**src/rtl/div_pkg.sv**
```systemverilog
// Shared encodings for the iterative RV32M divider: op codes and controller states.
package div_pkg;

  localparam logic [1:0] OP_DIV  = 2'b00;
  localparam logic [1:0] OP_DIVU = 2'b01;
  localparam logic [1:0] OP_REM  = 2'b10;
  localparam logic [1:0] OP_REMU = 2'b11;

  typedef enum logic [1:0] {
    IDLE = 2'd0,
    RUN  = 2'd1,
    FIX  = 2'd2,
    DONE = 2'd3
  } state_t;

endpackage

```
**src/rtl/div_step.sv**
```systemverilog
// One restoring-division iteration: shift {rem, quo} left, trial-subtract divisor, restore on borrow.
module div_step #(
  parameter int WIDTH = 32
) (
  input  logic [WIDTH-1:0] rem,
  input  logic [WIDTH-1:0] quo,
  input  logic [WIDTH-1:0] divisor,
  output logic [WIDTH-1:0] rem_nx,
  output logic [WIDTH-1:0] quo_nx
);

  // The partial remainder needs one extra bit: a remainder just below a
  // large unsigned divisor overflows WIDTH bits once shifted.
  logic [WIDTH:0]   part;
  logic [WIDTH-1:0] diff;
  logic             fits;

  assign part = {rem, quo[WIDTH-1]};
  assign fits = (part >= {1'b0, divisor});
  assign diff = part[WIDTH-1:0] - divisor;

  always_comb begin
    rem_nx = part[WIDTH-1:0];
    quo_nx = {quo[WIDTH-2:0], 1'b0};
    if (fits) begin
      rem_nx = diff;
      quo_nx = {quo[WIDTH-2:0], 1'b1};
    end
  end

endmodule

```
**src/rtl/div_unit.sv**
```systemverilog
// Iterative restoring divider for DIV/DIVU/REM/REMU, one quotient bit per clock.
// Optional DIV_FAST_SPECIAL_EN: divide-by-zero and signed overflow skip RUN (2-cycle latency).
module div_unit
  import div_pkg::*;
#(
  parameter int WIDTH = 32
) (
  input  logic             clk,
  input  logic             rst_n,
  input  logic             start,
  input  logic [1:0]       op,
  input  logic [WIDTH-1:0] a,
  input  logic [WIDTH-1:0] b,
  output logic             busy,
  output logic             done,
  output logic [WIDTH-1:0] result
);

  localparam int CW = $clog2(WIDTH);
  localparam logic [WIDTH-1:0] MIN_NEG = {1'b1, {(WIDTH-1){1'b0}}};

  state_t state, state_nx;

  logic [WIDTH-1:0] rem_q, quo_q, dvs_q, a_q;
  logic [WIDTH-1:0] rem_nx, quo_nx, fix_val;
  logic [CW-1:0]    cnt;
  logic             rem_sel, q_neg, r_neg, div0, ovf;
  logic             accept, sgn, in_div0, in_ovf;

  function automatic logic [WIDTH-1:0] neg_if(input logic [WIDTH-1:0] v, input logic neg);
    return neg ? (~v + WIDTH'(1)) : v;
  endfunction

  // Most-negative value maps to unsigned 2^(WIDTH-1), which is the intended magnitude.
  function automatic logic [WIDTH-1:0] mag(input logic [WIDTH-1:0] v, input logic is_signed);
    return neg_if(v, is_signed & v[WIDTH-1]);
  endfunction

  assign accept  = start && (state == IDLE || state == DONE);
  assign sgn     = ~op[0];
  assign in_div0 = (b == '0);
  assign in_ovf  = sgn && (a == MIN_NEG) && (b == '1);

  div_step #(.WIDTH(WIDTH)) u_step (
    .rem     (rem_q),
    .quo     (quo_q),
    .divisor (dvs_q),
    .rem_nx  (rem_nx),
    .quo_nx  (quo_nx)
  );

  always_ff @(posedge clk or negedge rst_n) begin
    if (!rst_n) state <= IDLE;
    else        state <= state_nx;
  end

  always_comb begin
    state_nx = state;
    case (state)
      IDLE, DONE: begin
        if (start) begin
`ifdef DIV_FAST_SPECIAL_EN
          state_nx = (in_div0 || in_ovf) ? FIX : RUN;
`else
          state_nx = RUN;
`endif
        end else begin
          state_nx = IDLE;
        end
      end
      RUN:     state_nx = (cnt == '0) ? FIX : RUN;
      FIX:     state_nx = DONE;
      default: state_nx = IDLE;
    endcase
  end

  always_comb begin
    busy = (state == RUN) || (state == FIX);
    done = (state == DONE);
  end

  // Special cases override whatever the iteration produced (or skipped).
  always_comb begin
    if (div0)
      fix_val = rem_sel ? a_q : '1;
    else if (ovf)
      fix_val = rem_sel ? '0 : a_q;
    else
      fix_val = rem_sel ? neg_if(rem_q, r_neg) : neg_if(quo_q, q_neg);
  end

  always_ff @(posedge clk or negedge rst_n) begin
    if (!rst_n) begin
      rem_q   <= '0;
      quo_q   <= '0;
      dvs_q   <= '0;
      a_q     <= '0;
      cnt     <= '0;
      rem_sel <= 1'b0;
      q_neg   <= 1'b0;
      r_neg   <= 1'b0;
      div0    <= 1'b0;
      ovf     <= 1'b0;
    end else if (accept) begin
      rem_q   <= '0;
      quo_q   <= mag(a, sgn);
      dvs_q   <= mag(b, sgn);
      a_q     <= a;
      cnt     <= CW'(WIDTH - 1);
      rem_sel <= op[1];
      q_neg   <= sgn & (a[WIDTH-1] ^ b[WIDTH-1]);
      r_neg   <= sgn & a[WIDTH-1];
      div0    <= in_div0;
      ovf     <= in_ovf;
    end else if (state == RUN) begin
      rem_q <= rem_nx;
      quo_q <= quo_nx;
      cnt   <= cnt - CW'(1);
    end
  end

  always_ff @(posedge clk or negedge rst_n) begin
    if (!rst_n)            result <= '0;
    else if (state == FIX) result <= fix_val;
  end

endmodule
```
**config.mk**
```make
export PLATFORM = sky130hd
export DESIGN_NAME = div_unit
export DESIGN_NICKNAME = d
export VERILOG_FILES = /design/src/rtl/div_pkg.sv /design/src/rtl/div_step.sv /design/src/rtl/div_unit.sv
export SDC_FILE = /design/constraint.sdc
export NUM_CORES = 1
export LEC_CHECK = 0
export ABC_CLOCK_PERIOD_IN_PS = 6500
export CAP_MARGIN = 20
export CORE_MARGIN = 10
export CORE_UTILIZATION = 55
export DETAILED_ROUTE_END_ITERATION = 7
export DONT_BUFFER_PORTS = 1
export GPL_TIMING_DRIVEN = 0
export PLACE_DENSITY_LB_ADDON = 0.15
export SLEW_MARGIN = 20
export SYNTH_ARGS = -nofsm -noshare
export SYNTH_HDL_FRONTEND = slang
export SYNTH_SLANG_ARGS = --single-unit
```
**constraint.sdc**
```tcl
create_clock -name clk -period 6.5 [get_ports clk]
set_clock_uncertainty 0.15 [all_clocks]
set_input_delay 1.95 -clock clk [delete_from_list [all_inputs] [get_ports clk]]
set_output_delay 1.95 -clock clk [all_outputs]
set_load 0.02 [all_outputs]
```
* Word-level counts from Yosys, hierarchy flattened
Index checks and enable logic that the tools add are counted.
** Storage, ports and cells
- Register bits :: 172
- Bits in latches :: 0
- Memory bits (writable) :: 0
- ROM bits :: 0
- Bits of input ports :: 69
- Output and inout port bits :: 34
- Logic and storage cells :: 63
- Memories kept :: 0
** Cells by class
- Add/sub/neg operators :: 6
- Multipliers :: 0
- Divide/modulo/power cells :: 0
- Order comparisons :: 1
- Equal/unequal tests :: 5
- Shifts and indexed selects :: 0
- Multiplexer cells :: 20
- Bitwise logic cells :: 9
- Reductions and logical operators :: 10
** Operator list (count)
- $mux 32 :: 14
- $add 32x1->32 const B :: 4
- $not 32->32 :: 4
- $eq 32x32->1 const B :: 2
- $ge 33x32->1 :: 1
- $logic_not 32->1 :: 1
- $sub 32x32->32 :: 1
- $mux 5 :: 2
- $pmux 2 s3 :: 1
- $logic_not 5->1 :: 1
- $sub 5x1->5 const B :: 1
- $eq 2x2->1 const B :: 2
- $and 1x1->1 :: 3
- $logic_and 1x1->1 :: 3
- $eq 2x1->1 const B :: 1
- $logic_not 2->1 :: 1
- $logic_or 1x1->1 :: 2
- $mux 1 :: 2
- $mux 2 :: 1
- $reduce_bool 2->1 :: 1
- $reduce_or 2->1 :: 1
- $not 1->1 :: 1
- $xor 1x1->1 :: 1

* Depth between registers and ports, before layout
Gate-level depths: netlist (run 1).
- Depth after elaboration :: 6
- Mapped depth :: 13
- Gate-level depth less buffers :: 13

* Modules after synthesis
From an unflattened synthesis (run 1), not the netlist that was laid out.
** Second synthesis, totals
- Cell total of the unflattened synthesis :: 1588
- Area total of the unflattened synthesis :: 13186.4 µm²
** Modules (own cells, without submodules)
- div_unit :: times used 1, cells an instance 1221, area each 10457.5 µm², sequential area each 4304.1 µm²
- div_step :: times used 1, cells an instance 367, area each 2728.9 µm², sequential area each 0.0 µm²

* Worst setup path after synthesis (run 1)
OpenSTA, ideal clock, no wires.
- Path type :: input to register
- From :: in a[8]
- To :: reg quo_q[26]
- Arrival time :: 3.810 ns
- Data required time :: 6.213 ns
- Slack :: 2.403 ns
- Cell stages on the path :: 8
- Buffers on the path :: 0
- Cells stage by stage :: or4_1 > or3_1 > nand2b_1 > nor4_1 > and2_1 > a21oi_1 > xnor2_1 > a21oi_1
** On the way
- Longest elaborated chain between the ends :: 4
** Ends and longest elaborated chain
- start, declared :: line div_unit.sv:12 : input logic [WIDTH-1:0] a,
- $not 32->32 :: line div_unit.sv:31 : return neg ? (~v + WIDTH'(1)) : v;
- $add 32x1->32 :: line div_unit.sv:31
- $mux 32 :: line div_unit.sv:31
- $mux 32 :: line div_unit.sv:104 : end else if (accept) begin
- end signal, assigned :: line div_unit.sv:106 : quo_q <= mag(a, sgn);
- end signal, assigned :: line div_unit.sv:117 : quo_q <= quo_nx;
- end, declared :: line div_unit.sv:24 : logic [WIDTH-1:0] rem_q, quo_q, dvs_q, a_q;
Every way passes these cells.
A chain may end at the register's enable or synchronous reset.

* Worst setup path in the final report (run 1)
- From :: in a[4]
- To :: reg quo_q[28]
Same word-level chain as after synthesis.

==> results of run 1 <==
## metrics by stage
step,worst slack (ns),power [uW],utilization (%)
finish,2.20,6670,60.0
global route,2.07,7130,60.0
CTS,2.25,6600,60.0
detailed placement,1.80,5500,57.2
global placement,1.81,5430,57.2
floorplan,2.40,4540,-
## cells by family after synthesis
| kind of cell | Yosys count |
|---|---|
| and+or+nand+nor | 481 |
| AOI/OAI and AO/OA | 441 |
| muxes | 54 |
| buffers and inverters | 143 |
| DFF | 172 |
| xor gates and xnor gates | 146 |
| adders and majority gates | 43 |
## layout make-up
type | instances | share of cell area [%]
buffer | 78 | 2.30
clock buffer | 18 | 3.30
clock inverter | 12 | 1.26
inverter | 65 | 1.88
multi-input combinational | 1165 | 55.5
sequential | 172 | 33.1
tap | 280 | 2.69
## worst max path at each step
stage	startpoint	endpoint	cells past startpoint
4_1_cts	a[4]	quo_q[28]	9
5_1_grt	a[4]	quo_q[28]	9
6_report	a[4]	quo_q[28]	9
3_5_place_dp	a[4]	quo_q[28]	9
3_3_place_gp	a[8]	quo_q[28]	8
2_1_floorplan	a[8]	quo_q[26]	8
## cell usage after synthesis, types with 17 or more instances
cell type,number,share of area (%)
nor2b_1,17,0.88
xor2_1,56,4.1
a21oi_1,132,5.5
o21ai_0,150,6.2
ha_1,42,4.4
clkbuf_1,62,1.9
nand2_1,238,7.4
xnor2_1,90,6.5
nand3_1,21,0.87
mux2i_1,53,4.4
o31ai_1,24,1.5
o41ai_1,17,1.2
inv_1,65,2.0
a221oi_1,24,1.7
dfrtp_1,172,36
nor3_1,23,0.95
nor2_1,94,2.9
## worst max-delay path: stages
cell and delay (ns):
nor4_1 0.37, nand2_1 0.19, or3_1 0.47, nand2b_1 0.21, nor4_1 0.48, and2_1 0.35, a21oi_1 0.11, xnor2_1 0.22
a21oi_1 0.09
## power groups by stage
stage / clock (uW) / sequential [uW] / combinational, uW
2_1_floorplan: 0 / 1750 / 2790
3_3_place_gp: 0 / 1910 / 3520
3_5_place_dp: 0 / 1920 / 3580
4_1_cts: 1080 / 1910 / 3610
5_1_grt: 1120 / 1970 / 4050
6_report: 1080 / 1930 / 3660
## metal layers
layer / share of wire, % / wire (um)
met3: 9.4 / 3700
met5: 0 / 0
met2: 44 / 17400
met4: 4.0 / 1570
met1: 42 / 16500
## registers in the layout, indices dropped and copies added (netlist names)
register,count
dvs_q,32
div0,1
rem_q,32
q_neg,1
quo_q,32
rem_sel,1
r_neg,1
a_q,32
ovf,1
result,32
cnt,5
state,2
## placed cells by master, fill, tap and decap left out, types with 13 or more instances in the layout
cell type,count
a221oi_1,24
mux2i_1,53
nor2_1,94
nor4_1,13
xnor2_1,90
nand2b_1,15
a21o_1,14
a31oi_1,13
nor3_1,21
nand2_1,238
inv_1,65
nor2b_1,17
xor2_1,56
ha_1,42
o22ai_1,13
nand3_1,21
clkbuf_16,17
o41ai_1,17
o21ai_0,150
dfrtp_1,172
o31ai_1,24
clkbuf_1,63
nand4_1,14
a21oi_1,132
==> summary.md, run 1 <==
| Metric | Value |
|---|---|
| Slew at the pin with the worst max-slew slack | 1.10 ns |
| Clock transition at the registers of the reported paths | 0.07 ns |
| DP Cell Count | 1760 |
| Number of enable flip-flop cells after synthesis | 0 |
| Critical Path Start Type | primary input |
| Leakage | 0.00555 uW |
| Final weighted congestion in routability-driven placement | 0.953 |
| Pin count of the biggest net entering global routing | 173 |
| Warnings, synthesis | 0 |
| Final sum of negative setup slack | 0 ns |
| Compound-cell area share of the yosys netlist | 22.2% |
| Yosys reg bits | 172 |
| Root buffer cell | clkbuf_16 |
| Worst Reg-to-Reg Cells | 10 |
| Total wirelength of the detailed-routed design | 39.2 mm |
| Placed cell area | 0.0124 mm2 |
| Largest family of logic cells by synthesized area | compound AO/OA/AOI/OAI gates |
| Drt initial violations | 1316 |
| Number of hold buffers added after cts | 0 |
| Relative contribution of combinational cells to total power | 55.0% |
| Fin Hold WS | 0.329 ns |
| Worst hold start | a_q[15] |
| Total vias in the final route | 11300 |
| Starting Density | 55.6% |
| Maximum frequency from static timing analysis | 233 MHz |
| Clock tree from TritonCTS | done |
| Status | complete, but fails checks |
| Synthesized-area fraction occupied by xor and xnor cells | 10.6% |
| Buffer depth of the longest clock path | 2 |
| H-tree depth | 4 |
| Share of synthesized cell area in and, or, nand and nor gates | 17.9% |
| Switching power as a share of total power | 46.8% |
| Proportion of layout cells with a drive suffix above 1 | 3.38% |
| Vias in the first global route | 10700 |
| Setup repair after global routing missed its margin | false |
| Distinct cells, synth | 60 |
| Buffers on Ports | 0 |
| GRT Overall Usage | 27.1% |
| Multiplexer share of the synthesized area | 4.49% |
| Non-filler cells, final | 1790 |
| Path type of the worst setup path | in2reg |
| Portion of total power attributed to sequential cells | 28.9% |
| FF-to-FF End | rem_q[19] |
| I/O pins | 103 |
| Number of setup violations in the final report | 0 |
| Cell area after layout | 0.0130 mm2 |
| Critical Path RT | 6.64 ns |
| Clock net sink count | 172 |
| Post-synthesis share of cell area spent on full adders, half adders and majority gates | 4.53% |
| Ratio of final minimum period to clock period | 66.1% |
| Vias per cell | 6.30 |
| Cells after Synth | 1480 |
| Antenna Cells | 0 |
| Number of search-and-repair iterations in the first detailed-routing pass | 8 |
| DIE AREA | 0.0282 mm2 |
| Multi-input gate area in the final layout | 0.00722 mm2 |
| Std-Cell Core Area | 0.0217 mm2 |
| Final hold vios | 0 |
| Combined flip-flop and latch cell area | 0.00430 mm2 |
| Final routed wire length divided by cell count | 21.9 um |
| Post-synthesis instance area | 0.0121 mm2 |
| Wire length of the first global-routing pass | 61.1 mm |
| Routing layer with the top usage in global route | met2 |
| Hold path cells | 2 |
| Row count | 54 |
| FF-to-FF Start | rem_q[11] |
| Violated checks | design-rule violations |
| Crit path DAT | 4.44 ns |
| Remaining Overflow, GRT | 0 |
| Sequential-to-total area share from yosys stat | 35.7% |
| Power per cell area | 513 mW/mm2 |
| Post_cts resized | 0 |
| Min Tclk post-route | 4.30 ns |
| Number of max-cap violations | 0 |
| GR Util met3 | 5.77% |
| Filler cell count in the final layout | 2004 |
| Clk_lat worst skew | 0.44 ns |
| Post CTS Setup Buffer Count | 0 |
| Number of DRC violations after detailed routing | 6 |
| Nets | 1611 |
| Predominant post-synthesis flop cell | dfrtp_1 |
| Per-instance average area after synthesis | 8.15 um2 |
| R2r setup slk | 2.74 ns |
| Max-Slew Margin vs Limit | 25.7% |
| Post-synth net total | 1592 |
| Global routing usage on met1 | 36.2% |
| Overall die width | 168 um |
| Worst setup EP type | flip-flop |
| Peak VDD IR | 0.205 mV |
| Fraction of registers with async set/reset | 100% |
| Clk pwr share | 16.2% |
| Antenna Violating Nets Remaining | 0 |
| DP Wirelength | 29.8 mm |
| Number of buffers created by CTS | 17 |
| Met2 demand-to-capacity share in global routing | 41.4% |
| Die Y | 168 um |
| Worst-path fanout max | 5 |
| Worst Hold Endpoint | a_q[15] |
| Initial antenna violation count | 0 |
| Final slew viol count | 0 |
| Switching power | 3120 uW |
| Internal power of the cells | 3540 uW |
| Layout Area Growth over Synthesis | 7.91% |
| Worst Hold Class | reg2reg |
No activity file was read; power rests on OpenSTA's default activity.
==> inputs of run 2 (changes only) <==
ABC_CLOCK_PERIOD_IN_PS = 4400   (was 6500)
clock period = 4.4 ns   (was 6.5 ns; I/O delays follow)
==> results of run 2 <==
Same layout as run 1 (identical final DEF). Status: complete, but fails checks: design-rule violations.
Main changes from that run: setup slack after placement 1.80 ns -> 0.334 ns; setup slack after layout 2.20 ns -> 0.637 ns; start point of the critical path a[4] -> rem_q[11]; end point of the critical path quo_q[28] -> rem_q[19]; register-to-register setup slack 2.74 ns -> 0.64 ns; total power 6670 uW -> 9850 uW; worst IR drop on VDD 0.205 mV -> 0.303 mV
